$ cat src/rtl/via_pkg.sv
// Shared constants for the reduced 6522-style VIA: register map, IFR bit
// positions and ACR control bit positions.
package via_pkg;

  localparam logic [3:0] VIA_ORB    = 4'h0;
  localparam logic [3:0] VIA_ORA    = 4'h1;
  localparam logic [3:0] VIA_DDRB   = 4'h2;
  localparam logic [3:0] VIA_DDRA   = 4'h3;
  localparam logic [3:0] VIA_T1CL   = 4'h4;
  localparam logic [3:0] VIA_T1CH   = 4'h5;
  localparam logic [3:0] VIA_T1LL   = 4'h6;
  localparam logic [3:0] VIA_T1LH   = 4'h7;
  localparam logic [3:0] VIA_T2CL   = 4'h8;
  localparam logic [3:0] VIA_T2CH   = 4'h9;
  localparam logic [3:0] VIA_SR     = 4'hA;
  localparam logic [3:0] VIA_ACR    = 4'hB;
  localparam logic [3:0] VIA_PCR    = 4'hC;
  localparam logic [3:0] VIA_IFR    = 4'hD;
  localparam logic [3:0] VIA_IER    = 4'hE;
  localparam logic [3:0] VIA_ORA_NH = 4'hF;

  localparam int IFR_T1 = 6;
  localparam int IFR_T2 = 5;

  localparam int ACR_T1_FREERUN = 6;
  localparam int ACR_PB7_EN     = 7;

endpackage

$ cat src/rtl/via_timer16.sv
// 16-bit down counter with reload latch and armed flag; shared by Timer 1
// (free-run capable) and Timer 2 (freerun_i tied low).
module via_timer16 (
  input  logic        clk_i,
  input  logic        rst_ni,
  input  logic        tick_i,
  input  logic        freerun_i,
  input  logic        latch_lo_we_i,
  input  logic        latch_hi_we_i,
  input  logic        start_i,
  input  logic [7:0]  din_i,
  output logic [15:0] count_o,
  output logic [15:0] latch_o,
  output logic        underflow_o
);

  logic [15:0] count_q, count_d;
  logic [15:0] latch_q, latch_d;
  logic        armed_q, armed_d;
  logic        at_zero;

  assign at_zero = (count_q == 16'h0000);

  // A start on the same edge as an underflow wins: no flag is raised.
  assign underflow_o = tick_i & armed_q & at_zero & ~start_i;

  always_comb begin
    count_d = count_q;
    latch_d = latch_q;
    armed_d = armed_q;
    if (latch_lo_we_i) latch_d[7:0]  = din_i;
    if (latch_hi_we_i) latch_d[15:8] = din_i;
    if (start_i) begin
      count_d = {din_i, latch_q[7:0]};
      armed_d = 1'b1;
    end else if (tick_i) begin
      if (at_zero) begin
        if (freerun_i) begin
          count_d = latch_q;
        end else begin
          count_d = 16'hFFFF;
          armed_d = 1'b0;
        end
      end else begin
        count_d = count_q - 16'h0001;
      end
    end
  end

  always_ff @(posedge clk_i or negedge rst_ni) begin
    if (!rst_ni) begin
      count_q <= 16'h0000;
      latch_q <= 16'h0000;
      armed_q <= 1'b0;
    end else begin
      count_q <= count_d;
      latch_q <= latch_d;
      armed_q <= armed_d;
    end
  end

  assign count_o = count_q;
  assign latch_o = latch_q;

endmodule

$ cat src/rtl/via_timer_lite.sv
// Reduced 6522-style VIA: ports A/B with DDRs, Timer 1/2, IFR/IER and IRQ.
// Optional macro VIA_PB7_EN lets Timer 1 drive PB7 while ACR7 is set.
module via_timer_lite
  import via_pkg::*;
#(
  parameter int unsigned TICK_DIV = 1
) (
  input  logic       clk,
  input  logic       reset_n,
  input  logic       cs,
  input  logic       we,
  input  logic [3:0] addr,
  input  logic [7:0] din,
  output logic [7:0] dout,
  output logic       irq_n,
  input  logic [7:0] pa_in,
  output logic [7:0] pa_out,
  output logic [7:0] pa_oe,
  input  logic [7:0] pb_in,
  output logic [7:0] pb_out,
  output logic [7:0] pb_oe
);

  localparam logic [7:0] PRE_LAST = 8'(TICK_DIV - 1);

  logic [7:0] pre_q, pre_d;
  logic       tick;

  logic [7:0] orb_q, orb_d, ora_q, ora_d;
  logic [7:0] ddrb_q, ddrb_d, ddra_q, ddra_d;
  logic [7:0] acr_q, acr_d, pcr_q, pcr_d;
  logic [6:0] ier_q, ier_d;
  logic       ifr_t1_q, ifr_t1_d, ifr_t2_q, ifr_t2_d;
  logic       irq_n_q;
  logic       ifr_irq;

  logic       wr_en, rd_en;
  logic       wr_t1cl, wr_t1ch, wr_t1ll, wr_t1lh, wr_t2cl, wr_t2ch, wr_ifr;
  logic       rd_t1cl, rd_t2cl;
  logic       clr_t1, clr_t2;

  logic [15:0] t1_count, t1_latch, t2_count, t2_latch;
  logic        t1_uf, t2_uf;
  logic        unused_t2;
  logic [7:0]  dout_mux;

  // Free-running prescaler; timer loads never disturb its phase.
  assign tick  = (pre_q == PRE_LAST);
  assign pre_d = tick ? 8'h00 : pre_q + 8'h01;

  assign wr_en   = cs & we;
  assign rd_en   = cs & ~we;
  assign wr_t1cl = wr_en && (addr == VIA_T1CL);
  assign wr_t1ch = wr_en && (addr == VIA_T1CH);
  assign wr_t1ll = wr_en && (addr == VIA_T1LL);
  assign wr_t1lh = wr_en && (addr == VIA_T1LH);
  assign wr_t2cl = wr_en && (addr == VIA_T2CL);
  assign wr_t2ch = wr_en && (addr == VIA_T2CH);
  assign wr_ifr  = wr_en && (addr == VIA_IFR);
  assign rd_t1cl = rd_en && (addr == VIA_T1CL);
  assign rd_t2cl = rd_en && (addr == VIA_T2CL);

  assign clr_t1 = rd_t1cl | wr_t1ch | wr_t1lh | (wr_ifr & din[IFR_T1]);
  assign clr_t2 = rd_t2cl | wr_t2ch | (wr_ifr & din[IFR_T2]);

  via_timer16 u_t1 (
    .clk_i         (clk),
    .rst_ni        (reset_n),
    .tick_i        (tick),
    .freerun_i     (acr_q[ACR_T1_FREERUN]),
    .latch_lo_we_i (wr_t1cl | wr_t1ll),
    .latch_hi_we_i (wr_t1ch | wr_t1lh),
    .start_i       (wr_t1ch),
    .din_i         (din),
    .count_o       (t1_count),
    .latch_o       (t1_latch),
    .underflow_o   (t1_uf)
  );

  via_timer16 u_t2 (
    .clk_i         (clk),
    .rst_ni        (reset_n),
    .tick_i        (tick),
    .freerun_i     (1'b0),
    .latch_lo_we_i (wr_t2cl),
    .latch_hi_we_i (1'b0),
    .start_i       (wr_t2ch),
    .din_i         (din),
    .count_o       (t2_count),
    .latch_o       (t2_latch),
    .underflow_o   (t2_uf)
  );

  // Timer 2's latch only feeds its own counter load.
  assign unused_t2 = ^t2_latch;

  assign ifr_irq = (ifr_t1_q & ier_q[IFR_T1]) | (ifr_t2_q & ier_q[IFR_T2]);

  always_comb begin
    orb_d    = orb_q;
    ora_d    = ora_q;
    ddrb_d   = ddrb_q;
    ddra_d   = ddra_q;
    acr_d    = acr_q;
    pcr_d    = pcr_q;
    ier_d    = ier_q;
    if (wr_en) begin
      case (addr)
        VIA_ORB:             orb_d  = din;
        VIA_ORA, VIA_ORA_NH: ora_d  = din;
        VIA_DDRB:            ddrb_d = din;
        VIA_DDRA:            ddra_d = din;
        VIA_ACR:             acr_d  = din;
        VIA_PCR:             pcr_d  = din;
        VIA_IER:             ier_d  = din[7] ? (ier_q | din[6:0]) : (ier_q & ~din[6:0]);
        default:             ;
      endcase
    end
    // Timer set beats any same-edge clear.
    ifr_t1_d = t1_uf | (ifr_t1_q & ~clr_t1);
    ifr_t2_d = t2_uf | (ifr_t2_q & ~clr_t2);
  end

  always_ff @(posedge clk or negedge reset_n) begin
    if (!reset_n) begin
      pre_q    <= 8'h00;
      orb_q    <= 8'h00;
      ora_q    <= 8'h00;
      ddrb_q   <= 8'h00;
      ddra_q   <= 8'h00;
      acr_q    <= 8'h00;
      pcr_q    <= 8'h00;
      ier_q    <= 7'h00;
      ifr_t1_q <= 1'b0;
      ifr_t2_q <= 1'b0;
      irq_n_q  <= 1'b1;
    end else begin
      pre_q    <= pre_d;
      orb_q    <= orb_d;
      ora_q    <= ora_d;
      ddrb_q   <= ddrb_d;
      ddra_q   <= ddra_d;
      acr_q    <= acr_d;
      pcr_q    <= pcr_d;
      ier_q    <= ier_d;
      ifr_t1_q <= ifr_t1_d;
      ifr_t2_q <= ifr_t2_d;
      irq_n_q  <= ~ifr_irq;
    end
  end

  always_comb begin
    dout_mux = 8'h00;
    case (addr)
      VIA_ORB:             dout_mux = (orb_q & ddrb_q) | (pb_in & ~ddrb_q);
      VIA_ORA, VIA_ORA_NH: dout_mux = pa_in;
      VIA_DDRB:            dout_mux = ddrb_q;
      VIA_DDRA:            dout_mux = ddra_q;
      VIA_T1CL:            dout_mux = t1_count[7:0];
      VIA_T1CH:            dout_mux = t1_count[15:8];
      VIA_T1LL:            dout_mux = t1_latch[7:0];
      VIA_T1LH:            dout_mux = t1_latch[15:8];
      VIA_T2CL:            dout_mux = t2_count[7:0];
      VIA_T2CH:            dout_mux = t2_count[15:8];
      VIA_SR:              dout_mux = 8'h00;
      VIA_ACR:             dout_mux = acr_q;
      VIA_PCR:             dout_mux = pcr_q;
      VIA_IFR:             dout_mux = {ifr_irq, ifr_t1_q, ifr_t2_q, 5'b00000};
      VIA_IER:             dout_mux = {1'b1, ier_q};
      default:             dout_mux = 8'h00;
    endcase
  end

  assign dout   = cs ? dout_mux : 8'h00;
  assign irq_n  = irq_n_q;
  assign pa_out = ora_q;
  assign pa_oe  = ddra_q;

`ifdef VIA_PB7_EN
  logic pb7_q, pb7_d;

  // Free-run toggles PB7 each underflow; one-shot raises it on the armed underflow.
  always_comb begin
    pb7_d = pb7_q;
    if (wr_t1ch)    pb7_d = 1'b0;
    else if (t1_uf) pb7_d = acr_q[ACR_T1_FREERUN] ? ~pb7_q : 1'b1;
  end

  always_ff @(posedge clk or negedge reset_n) begin
    if (!reset_n) pb7_q <= 1'b0;
    else          pb7_q <= pb7_d;
  end

  assign pb_out = acr_q[ACR_PB7_EN] ? {pb7_q, orb_q[6:0]} : orb_q;
  assign pb_oe  = acr_q[ACR_PB7_EN] ? {1'b1, ddrb_q[6:0]} : ddrb_q;
`else
  assign pb_out = orb_q;
  assign pb_oe  = ddrb_q;
`endif

endmodule

$ cat config.mk
export PLATFORM = sky130hd
export DESIGN_NAME = via_timer_lite
export DESIGN_NICKNAME = d
export VERILOG_FILES = /design/src/rtl/via_pkg.sv /design/src/rtl/via_timer16.sv /design/src/rtl/via_timer_lite.sv
export SDC_FILE = /design/constraint.sdc
export NUM_CORES = 1
export LEC_CHECK = 0
export CELL_PAD_IN_SITES_DETAIL_PLACEMENT = 1
export CELL_PAD_IN_SITES_GLOBAL_PLACEMENT = 1
export CORE_ASPECT_RATIO = 0.8
export CORE_UTILIZATION = 50
export CTS_CLUSTER_SIZE = 24
export DETAILED_ROUTE_END_ITERATION = 10
export DONT_BUFFER_PORTS = 1
export PLACE_DENSITY = 0.85
export RECOVER_POWER = 100
export SYNTH_ARGS = -nofsm -noshare
export SYNTH_HDL_FRONTEND = slang
export SYNTH_SLANG_ARGS = --single-unit
$ cat constraint.sdc
create_clock -name clk -period 2.75 [get_ports clk]
set_input_delay 0.55 -clock clk [delete_from_list [all_inputs] [get_ports clk]]
set_output_delay 0.55 -clock clk [all_outputs]
set_load 0.005 [all_outputs]
==> flow_summary.toml <==
[clock_network]
path_clk_slew_ns = 0.06
root_buffer = "clkbuf_16"
cts_buffers = 17
postCtsSetupBuffers = 0
cts_tree = "built"
clock_latency_ns = 0.43
h-tree-depth = 4
cts-root-to-sink-buffers = 2
cts_sinks = 124
cts_resized = 0

[sta]
fmax_mhz = 370
rsz0062_at_grt = "no"
setup_tns_ns = 0
worst_pin_slew_ns = 1.13
setup_viol = 0
holdWs_ns = -0.185
period_minus_slack_ns = 2.70
final_hold_viol_count = 123
fin_skew_ns = 0.00601
max_slew_margin = 0.239
finalCritPeriodShare = 0.983
slew_viol_final = 0

[synth]
synth_top_family_by_area = "simple AND/OR/NAND/NOR gates"
ys_warn_count = 0
synthesis.nets = 751
synthFlopType = "dfrtp_1"
syn_inst = 713
ys_types = 72
synth-simple-area-share = 0.188
synth_seq_cells = 124
syn_area_per_cell_um2 = 10.1
synthXorXnorAreaFrac = 0.0158
synthArstFlopShare = 1.00
syn_area_um2 = 7180
seq_area_frac_synth = 0.432
synth-compound-area-share = 0.157
synth_mux_area_frac = 0.157
synthAdderAreaFrac = 0.0104
synth_edf_count = 0

[critical_path]
ff2ff_path_depth = 7
cp_cell_sequence = "nor2_1 > nand2_1 > o21ai_0 > a31oi_1"
regToRegStartpoint = "u_t2.count_o[0]"
r2r_setup_slack_ns = 0.23
reg2reg_to = "u_t2.count_o[8]"
worst-path-buf-inv = 0
endpoint_kind = "output port"
cp.required_ns = 2.20
cp_max_fo = 40
critPathTopFamily = "simple AND/OR/NAND/NOR gates"
arrival_ns = 2.15
slowest_delay_ns = 0.54
crit_type = "input pin to output port"
crit_slowest_cell = "nor2_1"
cp-start-kind = "input pin"

[flow_run]
cap_violations = 0

[layout]
fill_cells = 1525
layout.nets = 737
post-route-util = 0.571
drive_gt1_frac = 0.209
syn_to_final_growth_pct = 9.61

[drt]
drc = 0
ant_nets = 0
wl_um = 25400
vias = 6179
wl_per_cell_um = 28.4
drt_iter0_markers = 812
viasPerCell = 6.92
dr.pass1.iters = 5

[global_routing]
grt_pass1_vias = 6365
track_usage = 0.364
overflow = 0
grt_max_degree = 125
antenna_found_initial = 1
grt_pass1_wl_um = 38800

[floorplan]
io-pin-count = 73
initial_core_util = 0.521
row_count = 38
dieHeight_um = 109
die_w_um = 136
fp.dieArea_um2 = 14900
core-area_um2 = 13800

[placement]
globalplace.congestion = 0.956
io_buffer_count = 0
hpwlAfterDp_um = 17300

[outcome]
status = "finished, violations left"
violations = "hold timing"

[min_path]
hold_path.class = "input pin to asynchronous set/reset pin"

[power_and_ir_drop]
p_total_mw = 6.58
ir_drop_mv = 0.478
power_leakage_nw = 3.25
power_density_nw_per_um2 = 836
==> Yosys cell counts, types with 3 or more instances <==
master    count  area, um2
xor2_1        8       70.1
o221ai_1      5       43.8
o211ai_1      3       22.5
nand2b_1      8       50.1
nand3b_1      5       37.5
ha_1          6       75.1
clkbuf_1     22       82.6
nor3b_1       5       37.5
or3_1         3       18.8
a211oi_1     11       82.6
and3_1       15       93.8
nor2_2        3       18.8
mux2i_1      14        140
a32oi_1       3       26.3
o31ai_1      10       75.1
o21ai_0      34        170
dfrtp_1     123       3080
a21oi_1      30        150
nor4_2        3       37.5
a21o_1        3       22.5
nand2_1      59        221
nor2_1       45        169
o41ai_1       4       35.0
o22ai_1       7       43.8
mux2_2       88        991
a31oi_1      12       75.1
a221oi_1      3       26.3
nor2b_1      10       62.6
o21ai_1       4       20.0
nor3_2        3       30.0
nand3_1      22        110
buf_2        21        105
a221o_1       8       80.1
nor3_1       20        100
a22oi_1       9       67.6
nand4b_1      3       26.3
nor4_1        4       25.0
inv_1        12       45.0
nor3b_2       7       87.6
xnor2_1       5       43.8
and2_1        5       31.3
nand4_1       7       43.8
==> power breakdown <==
part           switching (mW)  internal, mW  total, mW
logic                   0.543         0.634       1.18
registers               0.741          2.25       2.99
clock network           0.893          1.52       2.42
total                    2.18          4.40       6.58
==> worst max path at each step <==
stage,from,endpoint,cells past startpoint
after floorplan,addr[2],dout[3],8
after global placement,addr[1],dout[5],4
after detailed placement,addr[1],dout[6],4
after CTS,addr[1],dout[6],4
after global routing,u_t2.count_o[0],u_t2.count_o[8],7
final,addr[1],dout[6],4
==> worst register-to-register path, stage by stage, from the launching register on <==
cell	delay (ns)
dfrtp_1	0.45
inv_1	0.14
ha_1	0.16
nor4b_1	0.45
and4_1	0.53
nor2_2	0.16
and3_1	0.21
o41ai_2	0.31
==> registers in the layout, summed over array words and instances (netlist names), named ones only <==
signal,count
u_t2.count_o,16
ifr_t1_q,1
irq_n,1
pcr_q,8
u_t1.count_o,16
u_t1.latch_o,16
pa_out,8
u_t2.armed_q,1
pb_oe,8
u_t1.armed_q,1
pa_oe,8
acr_q,8
pb_out,8
ifr_t2_q,1
u_t2.latch_o,8
pre_q,8
==> layout make-up <==
type / instances / area (um2) / area share
multi-input combinational: 527 / 3780 / 0.480
sequential: 124 / 3100 / 0.394
clock buffer: 19 / 433 / 0.0550
tap: 180 / 225 / 0.0286
clock inverter: 13 / 190 / 0.0241
timing repair buffer: 15 / 87.6 / 0.0111
inverter: 14 / 52.6 / 0.00667
antenna: 1 / 2.50 / 0.000318
==> logic make-up (layout without fill, tap and decap cells) <==
kind of cell / count (synthesis) / in the layout
buffers and inverters: 62 / 61
muxes: 102 / 102
DFF: 124 / 124
and+or+nand+nor: 240 / 240
adders and majority gates: 6 / 6
other: 0 / 1
AOI/OAI and AO/OA: 166 / 166
xor gates and xnor gates: 13 / 13
==> cells in the final DEF, fill, tap and decap left out, drive strengths merged, types with 4 or more instances in the layout <==
cell    instances
bufinv          4
nand4           8
o41ai           5
nor3b          12
and3           15
and2            5
ha              6
xor2            8
dfrtp         123
a21oi          30
a22oi           9
nand2b          8
clkbuf         26
clkinv          8
a31oi          12
nor4            9
a221o           8
nor2b          10
inv            14
xnor2           5
nand3          22
mux2i          14
nor3           23
o21ai          38
o31ai          10
nand2          60
mux2           88
nand3b          5
buf             8
o221ai          5
a211oi         11
o22ai           7
nor2           48
==> per-stage QoR <==
stage / std cells / setup slack [ns] / cell area, um2 / hold slack, ns
floorplan: 713 / 0.387 / 7180 / 0.254
global placement: 860 / 0.305 / 7300 / 0.258
detailed placement: 860 / 0.245 / 7300 / 0.257
CTS: 892 / 0.182 / 7920 / -0.200
global route: 893 / 0.0520 / 7880 / -0.201
finish: 893 / 0.0471 / 7880 / -0.185
==> metal layers <==
metal	routed length, um	vias to the layer above	GRT usage
li1	-	2646	-
met1	10700	3148	0.482
met2	11100	319	0.533
met3	2700	66	0.126
met4	897	0	0.166
met5	0	-	0
No activity file was read; power rests on OpenSTA's default activity.
